--- src/rtl/key_logic_gate_pkg.sv ---
// key_logic_gate_pkg: mode codes and mode sequencing shared by the key_logic_gate slice
package key_logic_gate_pkg;
    typedef logic [2:0] mode_t;
    localparam mode_t MODE_AND   = 3'd0;
    localparam mode_t MODE_NAND  = 3'd1;
    localparam mode_t MODE_OR    = 3'd2;
    localparam mode_t MODE_NOR   = 3'd3;
    localparam mode_t MODE_XOR   = 3'd4;
    localparam mode_t MODE_XNOR  = 3'd5;
    localparam mode_t MODE_RESET = MODE_NAND;
    localparam mode_t MODE_LAST  = MODE_XNOR;
    function automatic mode_t next_mode(input mode_t m);
        return (m == MODE_LAST) ? MODE_AND : m + 3'd1;
    endfunction
endpackage

--- src/rtl/key_logic_gate_if.sv ---
// key_logic_gate_if: key pins in, LED pins out
interface key_logic_gate_if #(
    parameter int N_KEYS = 2
);
    logic [N_KEYS-1:0] key_n;
    logic              mode_key_n;
    logic              led_n;
    logic [2:0]        mode_led_n;
    modport master (output key_n, output mode_key_n, input led_n, input mode_led_n);
    modport slave  (input key_n, input mode_key_n, output led_n, output mode_led_n);
endinterface

--- src/rtl/key_debounce.sv ---
// key_debounce: 2-flop synchroniser plus hold-time debouncer with a press pulse on 1->0
module key_debounce #(
    parameter int DEB_CYCLES = 1000000
) (
    input  logic clk,
    input  logic rst,
    input  logic raw_n,
    output logic level,
    output logic press
);
    localparam int CW = $clog2(DEB_CYCLES);
    logic [1:0]    sync;
    logic [CW-1:0] cnt;
    logic          done;
    assign done  = (cnt == CW'(DEB_CYCLES - 1));
    assign press = level & ~sync[1] & done;
    // Synchronise, then accept a new level only after it has differed for DEB_CYCLES cycles
    always_ff @(posedge clk) begin
        if (rst) begin
            sync  <= 2'b11;
            level <= 1'b1;
            cnt   <= '0;
        end else begin
            sync <= {sync[0], raw_n};
            if (sync[1] == level) cnt <= '0;
            else if (done) begin
                level <= sync[1];
                cnt   <= '0;
            end else cnt <= cnt + 1'b1;
        end
    end
endmodule

--- src/rtl/key_logic_gate.sv ---
// key_logic_gate: debounced N-key logic gate driving one active-low LED
// Build option KEY_LOGIC_GATE_MODE_SEL_EN adds the mode key, mode register and mode cycling.
module key_logic_gate
    import key_logic_gate_pkg::*;
#(
    parameter int N_KEYS     = 2,
    parameter int DEB_CYCLES = 1000000
) (
    input logic             clk,
    input logic             rst,
    key_logic_gate_if.slave bus
);
    logic [N_KEYS-1:0] level;
    logic [N_KEYS-1:0] unused_press;
    mode_t             mode;
    logic              gate_res;
    for (genvar k = 0; k < N_KEYS; k++) begin : g_key
        key_debounce #(.DEB_CYCLES(DEB_CYCLES)) u_deb (
            .clk(clk), .rst(rst), .raw_n(bus.key_n[k]), .level(level[k]), .press(unused_press[k])
        );
    end
`ifdef KEY_LOGIC_GATE_MODE_SEL_EN
    logic mode_press;
    logic unused_mode_level;
    key_debounce #(.DEB_CYCLES(DEB_CYCLES)) u_mode_deb (
        .clk(clk), .rst(rst), .raw_n(bus.mode_key_n), .level(unused_mode_level), .press(mode_press)
    );
    // Advance the mode once per debounced mode-key press, wrapping after XNOR
    always_ff @(posedge clk) begin
        mode <= rst ? MODE_RESET : mode_press ? next_mode(mode) : mode;
    end
`else
    logic unused_mode_key;
    assign unused_mode_key = bus.mode_key_n;
    assign mode            = MODE_RESET;
`endif
    // Gate across all debounced levels; unreachable codes 6 and 7 behave as NAND
    always_comb begin
        gate_res = (mode == MODE_AND)  ? &level  :
                   (mode == MODE_OR)   ? |level  :
                   (mode == MODE_NOR)  ? ~|level :
                   (mode == MODE_XOR)  ? ^level  :
                   (mode == MODE_XNOR) ? ~^level : ~&level;
    end
    // Register the gate result straight onto the LED pin
    always_ff @(posedge clk) begin
        bus.led_n <= rst ? 1'b0 : gate_res;
    end
    assign bus.mode_led_n = ~mode;
endmodule

--- src/flat_wrapper.sv ---
// flat-port wrapper written by rule: the top's interface ports become plain ports
module key_logic_gate_flat import key_logic_gate_pkg::*;
#(
    parameter int N_KEYS     = 2,
    parameter int DEB_CYCLES = 1000000
)
  (clk, rst, bus_key_n, bus_mode_key_n, bus_led_n, bus_mode_led_n);
  key_logic_gate_if #(.N_KEYS(N_KEYS)) bus_i ();
  input logic clk;
  input logic rst;
  input wire logic [$bits(bus_i.key_n)-1:0] bus_key_n;
  input wire logic [$bits(bus_i.mode_key_n)-1:0] bus_mode_key_n;
  output wire logic [$bits(bus_i.led_n)-1:0] bus_led_n;
  output wire logic [$bits(bus_i.mode_led_n)-1:0] bus_mode_led_n;
  assign bus_i.key_n = bus_key_n;
  assign bus_i.mode_key_n = bus_mode_key_n;
  assign bus_led_n = bus_i.led_n;
  assign bus_mode_led_n = bus_i.mode_led_n;
  key_logic_gate #(.N_KEYS(N_KEYS), .DEB_CYCLES(DEB_CYCLES)) u_core (.clk(clk), .rst(rst), .bus(bus_i));
endmodule
--- config.mk ---
export PLATFORM = sky130hd
export DESIGN_NAME = key_logic_gate_flat
export DESIGN_NICKNAME = d
export VERILOG_FILES = /design/src/rtl/key_logic_gate_pkg.sv /design/src/rtl/key_logic_gate_if.sv /design/src/rtl/key_debounce.sv /design/src/rtl/key_logic_gate.sv /design/src/flat_wrapper.sv
export SDC_FILE = /design/constraint.sdc
export NUM_CORES = 1
export LEC_CHECK = 0
export CORE_AREA = 2 2 63 125
export CTS_CLUSTER_SIZE = 20
export DETAILED_ROUTE_END_ITERATION = 12
export DIE_AREA = 0 0 65 127
export PLACE_DENSITY = 0.48
export SLEW_MARGIN = 30
export SYNTH_ARGS = -nofsm -noshare
export SYNTH_HDL_FRONTEND = slang
export SYNTH_HIERARCHICAL = 1
export SYNTH_SLANG_ARGS = --single-unit
export TNS_END_PERCENT = 20
--- constraint.sdc ---
create_clock -name clk -period 4.04 [get_ports clk]
set_input_delay 0.606 -clock clk [delete_from_list [all_inputs] [get_ports clk]]
set_output_delay 0.606 -clock clk [all_outputs]
set_load 0.05 [all_outputs]
==> flow_metrics.tcl <==
set metrics [dict create \
    critPathCaptureType "register" \
    status "completed" \
    drt-initial-drc-count 78 \
    rsz0062_at_grt "false" \
    antenna_left 0 \
    htree_levels 2 \
    critPathRequiredTime_ps 4260 \
    dieArea_um2 8260 \
    ctsHoldBuffers 0 \
    die_h_um 127 \
    design.core.area_um2 7210 \
    cts_tree "built" \
    area_delta_synth_final_pct 12.1 \
    grt-ovfl-total 0 \
    setup_viol 0 \
    final.setup_skew_ps 11.1 \
    rows 44 \
    regToRegSetupSlack_ps 1990 \
    grt_pass1_wl_um 7670 \
    relSlewSlack_pct 61.8 \
    nNetsFinal 257 \
    clock_sinks 47 \
    numCtsBuffers 5 \
    num_io_pins 9 \
    drt_wl_total_um 4490 \
    min_path_type "register to register" \
    finalWeightedCongestion 0.715 \
    dpl.hpwl_um 3260 \
    cts_setup_buffers 0 \
    grt_max_degree 21 \
    finalMaxSlewViolations 0 \
    fmaxAchievable_mhz 489 \
    placement.setup.worst_slack_ps 1990 \
    layout_setup_ws_ps 1990 \
    grt_usage_pct 12.2 \
    clock_path_buffers 2 \
    final_hold_viol_count 0 \
    crit_slowest_cell "or4b_2" \
    grt_pass1_vias 1650 \
    cp-start-kind "register" \
    syn_area_um2 2180 \
    ctsRootBufferMaster "clkbuf_16" \
    clk_latency_ps 290 \
    crit_fanout 6 \
    cpPeakStageDelay_ps 630 \
    viasPerCell 4.94 \
    cp.arrival_ps 2270 \
    drc 0 \
    ir_drop_v 0.000155 \
    ys_warn_count 6 \
    vias 1686 \
    ctsResizeCount 0 \
    path_buf_inv 0 \
    clkTransAtPathRegs_ps 60 \
    n_antenna_cell 0 \
    regArea_um2 941 \
    tightestPinTransition_ps 568 \
    p_per_area_nw_per_um2 364 \
    numPortBuffers 4 \
    n_fill_cell 759 \
    die_w_um 65 \
    syn_area_per_cell_um2 9.04 \
    path_class "register to register" \
    syn_inst 241 \
    multi_input_area_um2 1150 \
    cp_top_family "simple AND/OR/NAND/NOR gates" \
    min_period_over_period_pct 50.7 \
    layout-drive-gt1-share_pct 11.2 \
    path_cells "nand4_2 -> nor4_1 -> or4b_2 -> a21oi_1" \
    leakagePower_nw 0.744 \
    wl_per_cell_um 13.2 \
    grt_antenna_before_repair 0 \
    maxCapViolations 0 \
    initial_core_util_pct 30.2 \
    tns_ps 0 \
    drt-pass1-iter-count 4 \
    fin_crit_ps 2050 \
]
-- per-stage QoR --
stage	hold slack [ps]	utilization, %	instances	total power (W)	area (µm²)
6_report	411	33.8	341	0.000888	2440
3_3_place_gp	392	31.9	333	0.000496	2300
4_1_cts	409	33.8	341	0.000906	2440
5_1_grt	432	33.8	341	0.000931	2440
3_5_place_dp	394	31.9	333	0.000496	2300
2_1_floorplan	389	-	242	0.000492	2180
-- metal layers --
| layer | global-route usage, % | vias to the layer above | wire length [µm] |
|---|---|---|---|
| met4 | 7.13 | 0 | 72 |
| met1 | 11.9 | 804 | 1690 |
| met2 | 22.8 | 11 | 2650 |
| met5 | 0 | - | 0 |
| li1 | - | 867 | - |
| met3 | 2.64 | 4 | 81 |
-- path summary, 6_finish.rpt --
| check | start | to | cells after the start |
|---|---|---|---|
| worst max-delay path | u_core/g_key[0].u_deb/cnt[7] | u_core/g_key[0].u_deb/cnt[17] | 4 |
| worst min-delay path | u_core/g_key[0].u_deb/sync[0] | u_core/g_key[0].u_deb/sync[1] | 1 |
| worst max register to register | u_core/g_key[0].u_deb/cnt[7] | u_core/g_key[0].u_deb/cnt[17] | 4 |
| worst min register to register | u_core/g_key[0].u_deb/sync[0] | u_core/g_key[0].u_deb/sync[1] | 1 |
-- power by group --
| group | switching [W] | internal, W | total (W) | leakage (nW) |
|---|---|---|---|---|
| Sequential | 0.00000104 | 0.000466 | 0.000467 | 0.380 |
| Clock | 0.000175 | 0.000228 | 0.000403 | 0.0669 |
| Combinational | 0.0000126 | 0.00000554 | 0.0000181 | 0.298 |
| Total | 0.000189 | 0.000700 | 0.000888 | 0.744 |
-- layout make-up --
type | instances | area share [%]
clock buffer | 6 | 5.28
timing repair buffer | 6 | 2.26
inverter | 10 | 1.54
sequential | 47 | 38.5
tap | 92 | 4.72
multi-input combinational | 178 | 47.2
clock inverter | 2 | 0.513
-- flip-flops by register name, indices dropped and copies added (netlist names) --
register	cells
u_core/bus.led_n	1
u_core/g_key.u_deb/level	2
u_core/g_key.u_deb/cnt	40
u_core/g_key.u_deb/sync	4
-- worst reg2reg max path, cell delays in order (launching register included) --
cell	delay (ps)
dfxtp_1	440
nand4_2	220
nor4_1	540
or4b_2	630
a21oi_1	150
-- cells in the final DEF (no fill, tap or decap), types with 2 or more instances in the layout --
master           instances
nor4_1                   6
or2_2                    4
nor2_1                  32
or4b_2                   2
clkbuf_16                5
inv_1                   10
nor3_1                   2
mux2i_1                  2
nand2_1                 12
xnor2_1                  8
o21ai_1                  2
nand4b_1                 2
a21oi_1                 12
buf_4                    2
or4_4                    6
or3_1                    6
nand3_1                 18
nand4bb_1                2
xor2_1                  14
or4_1                    4
nand4_1                  4
dfxtp_1                 47
a21oi_2                  3
and4_1                   8
o21ai_0                  6
a41o_1                   2
or3b_2                   2
clkdlybuf4s50_1          4
nand4_2                  2
and2_1                   4
ha_1                     4
conb_1                   3
o31ai_1                  6
No activity file was read; power rests on OpenSTA's default activity.
